**src/rtl/alu_stream.sv**
```systemverilog
`default_nettype none
// ============================================================================
// Module   : alu_stream
// Purpose  : Per-beat ALU (pass a / pass b / add / per-channel accumulate)
//            feeding a 2-entry in-order result FIFO with valid/ready on both sides.
// Revision : 1.0
// ============================================================================
module alu_stream #(
    parameter int WIDTH   = 4,
    parameter int VERSION = 1,
    parameter int NCHAN   = 2,
    localparam int CW     = (NCHAN > 1) ? $clog2(NCHAN) : 1
) (
    input  logic             clk,
    input  logic             rst_n,
    input  logic             in_valid,
    output logic             in_ready,
    input  logic [CW-1:0]    in_chan,
    input  logic [WIDTH-1:0] in_a,
    input  logic [WIDTH-1:0] in_b,
    input  logic             acc_clear,
    output logic             out_valid,
    input  logic             out_ready,
    output logic [CW-1:0]    out_chan,
    output logic [WIDTH-1:0] out_data,
    output logic             out_carry,
    output logic             out_err
);

    logic                  push;
    logic                  pop;
    logic                  chan_ok;
    logic [WIDTH-1:0]      res_data;
    logic                  res_carry;

    logic [1:0]            count_q, count_d;
    logic                  in_ready_q, in_ready_d;
    logic [1:0][WIDTH-1:0] data_q, data_d;
    logic [1:0][CW-1:0]    chan_q, chan_d;
    logic [1:0]            carry_q, carry_d;
    logic [1:0]            err_q, err_d;

    assign chan_ok   = (32'(in_chan) < NCHAN);
    assign out_valid = (count_q != 2'd0);
    assign push      = in_valid && in_ready_q;
    assign pop       = out_valid && out_ready;

    assign in_ready  = in_ready_q;
    assign out_chan  = chan_q[0];
    assign out_data  = data_q[0];
    assign out_carry = carry_q[0];
    assign out_err   = err_q[0];

    generate
        if (VERSION == 1) begin : g_pass_a
            assign res_data  = chan_ok ? in_a : '0;
            assign res_carry = 1'b0;
        end else if (VERSION == 2) begin : g_pass_b
            assign res_data  = chan_ok ? in_b : '0;
            assign res_carry = 1'b0;
        end else if (VERSION == 3) begin : g_add
            logic [WIDTH:0] sum;
            assign sum       = {1'b0, in_a} + {1'b0, in_b};
            assign res_data  = chan_ok ? sum[WIDTH-1:0] : '0;
            assign res_carry = chan_ok & sum[WIDTH];
        end else if (VERSION == 4) begin : g_acc
            logic [NCHAN-1:0][WIDTH-1:0] acc_q, acc_d;
            logic [CW-1:0]               idx;
            logic [WIDTH-1:0]            base;
            logic [WIDTH:0]              sum;

            // A clear in the same cycle as a beat makes the beat start from zero.
            assign idx       = chan_ok ? in_chan : '0;
            assign base      = acc_clear ? '0 : acc_q[idx];
            assign sum       = {1'b0, base} + {1'b0, in_a};
            assign res_data  = chan_ok ? sum[WIDTH-1:0] : '0;
            assign res_carry = chan_ok & sum[WIDTH];

            always_comb begin
                acc_d = acc_clear ? '0 : acc_q;
                if (push && chan_ok) begin
                    acc_d[idx] = sum[WIDTH-1:0];
                end
            end

            always_ff @(posedge clk or negedge rst_n) begin
                if (!rst_n) begin
                    acc_q <= '0;
                end else begin
                    acc_q <= acc_d;
                end
            end
        end else begin : g_bad_version
            $error("alu_stream: VERSION must be 1..4");
        end
    endgenerate

    // Entry 0 is the head; a pop shifts entry 1 down and a push lands in the
    // first slot that is free after that shift.
    always_comb begin
        data_d  = data_q;
        chan_d  = chan_q;
        carry_d = carry_q;
        err_d   = err_q;
        if (pop) begin
            data_d[0]  = data_q[1];
            chan_d[0]  = chan_q[1];
            carry_d[0] = carry_q[1];
            err_d[0]   = err_q[1];
        end
        if (push) begin
            if ((count_q == 2'd0) || ((count_q == 2'd1) && pop)) begin
                data_d[0]  = res_data;
                chan_d[0]  = in_chan;
                carry_d[0] = res_carry;
                err_d[0]   = ~chan_ok;
            end else begin
                data_d[1]  = res_data;
                chan_d[1]  = in_chan;
                carry_d[1] = res_carry;
                err_d[1]   = ~chan_ok;
            end
        end
        count_d    = count_q + {1'b0, push} - {1'b0, pop};
        in_ready_d = (count_d != 2'd2);
    end

    always_ff @(posedge clk or negedge rst_n) begin
        if (!rst_n) begin
            count_q    <= 2'd0;
            in_ready_q <= 1'b0;
            data_q     <= '0;
            chan_q     <= '0;
            carry_q    <= '0;
            err_q      <= '0;
        end else begin
            count_q    <= count_d;
            in_ready_q <= in_ready_d;
            data_q     <= data_d;
            chan_q     <= chan_d;
            carry_q    <= carry_d;
            err_q      <= err_d;
        end
    end

endmodule
`default_nettype wire

```
**config.mk**
```make
export PLATFORM = sky130hd
export DESIGN_NAME = alu_stream
export DESIGN_NICKNAME = d
export VERILOG_FILES = /design/src/rtl/alu_stream.sv
export SDC_FILE = /design/constraint.sdc
export NUM_CORES = 1
export LEC_CHECK = 0
export BUFFER_PORTS_ARGS = -buffer_cell sky130_fd_sc_hd__buf_4
export CORE_MARGIN = 2
export CORE_UTILIZATION = 42
export CTS_CLUSTER_DIAMETER = 40
export DETAILED_ROUTE_END_ITERATION = 8
export MAX_ROUTING_LAYER = met4
export PLACE_DENSITY = 0.71
export SYNTH_ARGS = -nofsm -noshare
export SYNTH_HDL_FRONTEND = slang
export SYNTH_SLANG_ARGS = --single-unit
```
**constraint.sdc**
```tcl
create_clock -name clk -period 2 [get_ports clk]
set_clock_uncertainty 0.2 [all_clocks]
set_input_delay 0.3 -clock clk [delete_from_list [all_inputs] [get_ports clk]]
set_output_delay 0.3 -clock clk [all_outputs]
set_load 0.02 [all_outputs]
```
==> results of run 1 <==
==> routing by layer <==
metal  part of all wire (%)  GRT usage, %  vias to the layer above
li1                       -             -                      206
met1                     43          14.7                      189
met2                     48          20.0                       11
met3                    4.7          3.67                        5
met4                    4.3          10.9                        0
met5                      0             -                        -
==> final cells by class <==
cell class,count,area [sq um]
timing repair buffer,19,145
fill,136,668
clock inverter,1,5.00
tap,16,20.0
clock buffer,3,22.5
sequential,15,375
inverter,4,15.0
multi-input combinational,28,273
==> power by group through the flow <==
stage	clock (mW)	combinational (mW)	sequential, mW
global placement	0	0.631	0.516
CTS	0.180	0.642	0.513
floorplan	0	0.485	0.526
finish	0.171	0.632	0.512
global route	0.188	0.695	0.531
detailed placement	0	0.638	0.520
==> worst max path at each step <==
stage	from	to	slack, ns	cells after the start
after floorplan	count_q[1]	in_ready	0.08	8
after CTS	count_q[1]	in_ready	0.12	8
final	count_q[1]	in_ready	0.14	8
after detailed placement	count_q[1]	in_ready	0.14	8
after global routing	count_q[1]	in_ready	0.002	8
after global placement	count_q[1]	in_ready	0.14	8
==> cell usage in the layout, fill, tap and decap left out, drive strengths merged <==
cell type	instances
a21bo	1
and2	1
and3	2
buf	18
clkbuf	3
clkinv	1
dfrtp	15
dlygate4sd3	1
ha	2
inv	4
mux2	15
nand2	1
nand2b	2
nand3	1
o21ai	1
xnor2	2
==> per-stage QoR <==
| stage | utilization [%] | setup WS [ns] |
|---|---|---|
| finish | 56.2 | 0.144 |
| global route | 56.2 | 0.00159 |
| global placement | 53.7 | 0.141 |
| CTS | 56.2 | 0.121 |
| detailed placement | 53.7 | 0.143 |
| floorplan | - | 0.0843 |
==> registers in the layout, summed over array words and instances (netlist names) <==
signal and count:
err_q 1, chan_q 1, in_ready 1, count_q 2
out_chan 1, out_data 4, data_q 4, carry_q 1
==> cell families (layout without fill, tap and decap cells) <==
group           Yosys count  in the layout  synth area share [%]
simple gates              7              7                  6.14
fa+ha+maj                 2              2                  3.61
flops                    15             15                  54.2
buf+inv                   8             27                  6.50
xor+xnor                  2              2                  2.53
mux                      15             15                  24.4
compound gates            2              2                  2.71
==> repair_timing <==
action,4_1_cts,5_1_grt
gates resized for setup,0,0
hold buffers,1,0
hold endpoints to repair,15,0
buffers inserted,0,0
==> run_results.csv, run 1 <==
group,metric,value,unit
power,p_leak,0.420,nW
setup_path,reg2reg_from,"count_q[1]",
cts,clock-sinks,15,
setup_path,worstSetupEndpointType,"register",
setup_path,cp_slowest_cell,"dfrtp_1",
sta,max_slew_margin,78.4,%
worst_hold_path,hp-class,"input pin to register",
yosys,ys_ff_latch,15,
sta,setup_tns,0,ns
cts,cts-root-buf,"clkbuf_4",
floorplan,rows,14,
placed_design,io_buffers,17,
yosys,synth_edf_count,0,
cts,path_clk_slew,0.09,ns
worst_hold_path,worstHoldStart,"in_a[1]",
setup_path,regToRegSetupSlack,0.14,ns
setup_path,critPathRequiredTime,1.97,ns
placed_design,post-dp-hpwl,785,microns
sta,rsz0062_at_grt,"false",
placed_design,place_area,818,sq um
yosys,netlist_top_cells_count,"dfrtp_1 (15), mux2_2 (15), buf_4 (4), inv_1 (4)",
global_route,grt_pass1_vias,425,
worst_hold_path,hold_path_end,"data_q[5]",
cts,insertion_delay,0.29,ns
sta,fmax,0.539,GHz
yosys,avgSynthCellArea,13.6,sq um
sta,tightest_slew,0.324,ns
floorplan,boundaryPins,23,
detailed_routing,drt_wl_total,1030,microns
yosys,ys_warn_count,0,
setup_path,reg2reg_to,"in_ready",
yosys,synth_area_leader_cell,"dfrtp_1",
setup_path,rr_worst_depth,8,
setup_path,slowest_delay,0.42,ns
sta,timing.hold.ws,0.0452,ns
sta,final.min_clock_period,1.86,ns
finish,final_area,856,sq um
floorplan,dieArea,1990,sq um
yosys,synthArstFlopShare,100,%
placed_design,dp.cells,81,
power,power_switching_share,34.2,%
finish,n_antenna_cell,0,
setup_path,cp_data_arrival_time,1.82,ns
global_route,grt_max_degree,16,
sta,finalHoldViolations,0,
setup_path,path_cells,"o21ai_2, inv_1, ha_1, inv_1, ha_1, xnor2_1, xnor2_1, nand2b_1",
power,p_int,865,uW
yosys,synthesis.nets,67,
floorplan,start_util,45.5,%
yosys,synthFlopType,"dfrtp_1",
status,status,"completed",
yosys,syn_area,693,sq um
global_route,grt_usage,13.4,%
sta,period_share,92.8,%
power,powerDensity,1540,nW/um^2
sta,slew_viol_final,0,
sta,setup_viol_count_final,0,
yosys,yosys.cell_types.count,13,
detailed_routing,drtIter0Drc,0,
placed_design,place.gp.congestion,0.717,
yosys,synth_cells,51,
worst_hold_path,hold_depth,2,
power,switching_power,449,uW
detailed_routing,via_per_inst,4.78,
yosys,ys_top_cells_by_area,"dfrtp_1 (54%), mux2_2 (24%), buf_4 (4.3%)",
detailed_routing,post_drt_wl_per_cell,12.0,microns
setup_path,crit_buf_inv,2,
detailed_routing,vias,411,
run,cap_violations,0,
power,ir_drop,0.000697,V
detailed_routing,drt_pre_antenna_iters,1,
cts,cts_max_level,1,
power,clock_power_share,13.0,%
detailed_routing,postRouteAntennaNets,0,
setup_path,timing.setup.critical_path_class,"register to register",
global_route,grt_pass1_wl,1740,microns
detailed_routing,route.detailed.drc,0,
setup_path,cp_max_fo,3,
global_route,antenna_found_initial,0,
setup_path,start_kind,"register",
cts,clockBufferDepth,2,
floorplan,coreArea,1520,sq um
global_route,overflow,0,
finish,drive_gt1_share,58.6,%
power,power.total,1.31,mW
yosys,seq_area_frac_synth,54.2,%
power,p_comb_share,48.1,%
finish,final_cell_count_no_fill,86,
floorplan,die_height,44.6,microns
finish,area_growth,23.5,%
yosys,synth_top_area_share,54.2,%
cts,cts_buffers,3,
floorplan,die_w,44.6,microns
cts,cts_tree,"yes",
setup_path,cp_top_family,"adder cells",
power,pwr-share-seq,38.9,%
finish,fin_nets,87,
(Power assumes the default switching activity.)
==> run 2: changes to the inputs <==
Settings changed: CTS_CLUSTER_DIAMETER 40 to 100, GPL_TIMING_DRIVEN from default to 0.
==> run_results.csv, run 2 (synthesized netlist as in run 1, its figures left out) <==
group,metric,value,unit
finish,fillCellCount,134,
sta,slew_viol_final,0,
sta,period_share,94.4,%
setup_path,timing.setup.critical_path_class,"register to register",
floorplan,dieArea,1990,sq um
placed_design,io_buffers,17,
placed_design,place.gp.congestion,0.690,
setup_path,start_kind,"register",
setup_path,cp_top_family,"adder cells",
cts,clockBufferDepth,2,
setup_path,critPathRequiredTime,2.02,ns
setup_path,cp_slowest_cell,"dfrtp_1",
finish,multi_input_area,280,sq um
finish,area_growth,30.9,%
setup_path,slowest_delay,0.43,ns
worst_hold_path,hp-class,"input pin to register",
power,power_switching_share,32.8,%
detailed_routing,post_drt_wl_per_cell,11.7,microns
power,p_comb_share,52.1,%
detailed_routing,route.detailed.drc,0,
power,p_int,960,uW
placed_design,dp.cells,84,
run,cap_violations,0,
detailed_routing,via_per_inst,4.79,
detailed_routing,postRouteAntennaNets,0,
sta,timing.hold.ws,0.0525,ns
global_route,use_met2,20.6,%
finish,n_antenna_cell,0,
sta,fmax,0.530,GHz
global_route,globalRouteMet1Util,17.1,%
detailed_routing,drt_wl_total,1080,microns
sta,setup_tns,0,ns
placed_design,pre_cts_ws,-0.135,ns
power,p_leak,0.448,nW
cts,cts-root-buf,"clkbuf_4",
finish,final_cell_count_no_fill,92,
detailed_routing,vias,441,
finish,seq_area,375,sq um
global_route,grt_busiest_layer,"met2",
sta,max_slew_margin,77.0,%
sta,worst_slack,0.112,ns
cts,cts_max_level,1,
finish,fin_util,59.5,%
cts,clock-sinks,15,
floorplan,start_util,45.5,%
global_route,grt_pass1_vias,412,
setup_path,cp_max_fo,3,
global_route,grt_usage,14.6,%
cts,cts_tree,"yes",
floorplan,die_height,44.6,microns
finish,drive_gt1_share,60.5,%
floorplan,boundaryPins,23,
setup_path,cp.depth,8,
worst_hold_path,hold_depth,2,
floorplan,coreArea,1520,sq um
global_route,overflow,0,
setup_path,crit_buf_inv,3,
power,clock_power_share,11.6,%
detailed_routing,drtIter0Drc,5,
finish,final_cell_mix,"buf_4 (24), mux2_2 (15), dfrtp_1 (15)",
setup_path,path_cells,"o21ai_4, inv_1, ha_1, inv_1, ha_1, xnor2_1, xnor2_1, buf_4",
global_route,grt_max_degree,16,
cts,path_clk_slew,0.08,ns
setup_path,rr_worst_depth,8,
placed_design,post-dp-hpwl,806,microns
power,switching_power,469,uW
floorplan,die_w,44.6,microns
sta,setup_viol_count_final,0,
global_route,grt_pass1_wl,1880,microns
sta,tightest_slew,0.345,ns
power,powerDensity,1570,nW/um^2
cts,insertion_delay,0.28,ns
detailed_routing,drt_pre_antenna_iters,4,
sta,finalHoldViolations,0,
setup_path,worstSetupEndpointType,"register",
finish,layout_commonest_cell,"buf_4",
power,ir_drop,0.000812,V
setup_path,cp_data_arrival_time,1.91,ns
floorplan,rows,14,
global_route,use_met3,3.67,%
status,status,"completed",
cts,cts_buffers,3,
power,pwr-share-seq,36.2,%
sta,final.min_clock_period,1.89,ns
global_route,antenna_found_initial,0,
finish,fin_nets,93,
## run 2: cell types whose count changed in the layout (fill, tap and decap cells not counted), sizes merged
| cell | delta |
|---|---|
| buf | +6 |
| clkinv | -1 |
| clkbuf | +1 |
## run 2: power groups by stage
| stage | Clock [mW] | Sequential (mW) | Combinational [mW] |
|---|---|---|---|
| final | 0.166 | 0.518 | 0.745 |
| after global routing | 0.186 | 0.537 | 0.817 |
| after CTS | 0.176 | 0.522 | 0.706 |
| after detailed placement | 0 | 0.521 | 0.690 |
| after global placement | 0 | 0.515 | 0.677 |
| after floorplan | 0 | 0.526 | 0.485 |
## run 2: worst paths after layout
kind	startpoint	endpoint	slack [ns]
setup / recovery	count_q[1]	count_q[1]	0.11
hold reg to reg	data_q[6]	data_q[6]	0.31
min in group asynchronous	rst_n	data_q[4]	0.20
max in group asynchronous	rst_n	out_data[1]	1.22
hold / removal	in_a[0]	data_q[4]	0.05
setup reg to reg	count_q[1]	count_q[1]	0.11
## run 2: repair_timing
item                                    CTS  global route
hold endpoints to repair                 15             0
pin swaps                                 1             2
setup buffers                             1             2
gates resized for setup                   1             0
hold buffers                              1             0
endpoints found under the setup margin    2             1
## run 2: cell type report
cell class	count	share of cell area (%)
sequential	15	41.4
multi-input combinational	28	30.9
timing repair buffer	21	17.7
buffer	4	3.31
clock buffer	4	2.90
tap	16	2.21
inverter	4	1.66
## run 2: layer usage
metal  part of all wire [%]  vias to the layer above  wire length (microns)
li1                       -                      220                      -
met1                     43                      205                    461
met2                     48                       11                    513
met3                    4.9                        5                     53
met4                    4.5                        0                     48
met5                      0                        -                      0
## run 2: per-stage QoR
stage	area, sq um	total power [mW]
after floorplan	693	1.01
after global placement	841	1.19
after detailed placement	841	1.21
after CTS	892	1.40
after global routing	907	1.54
final	907	1.43
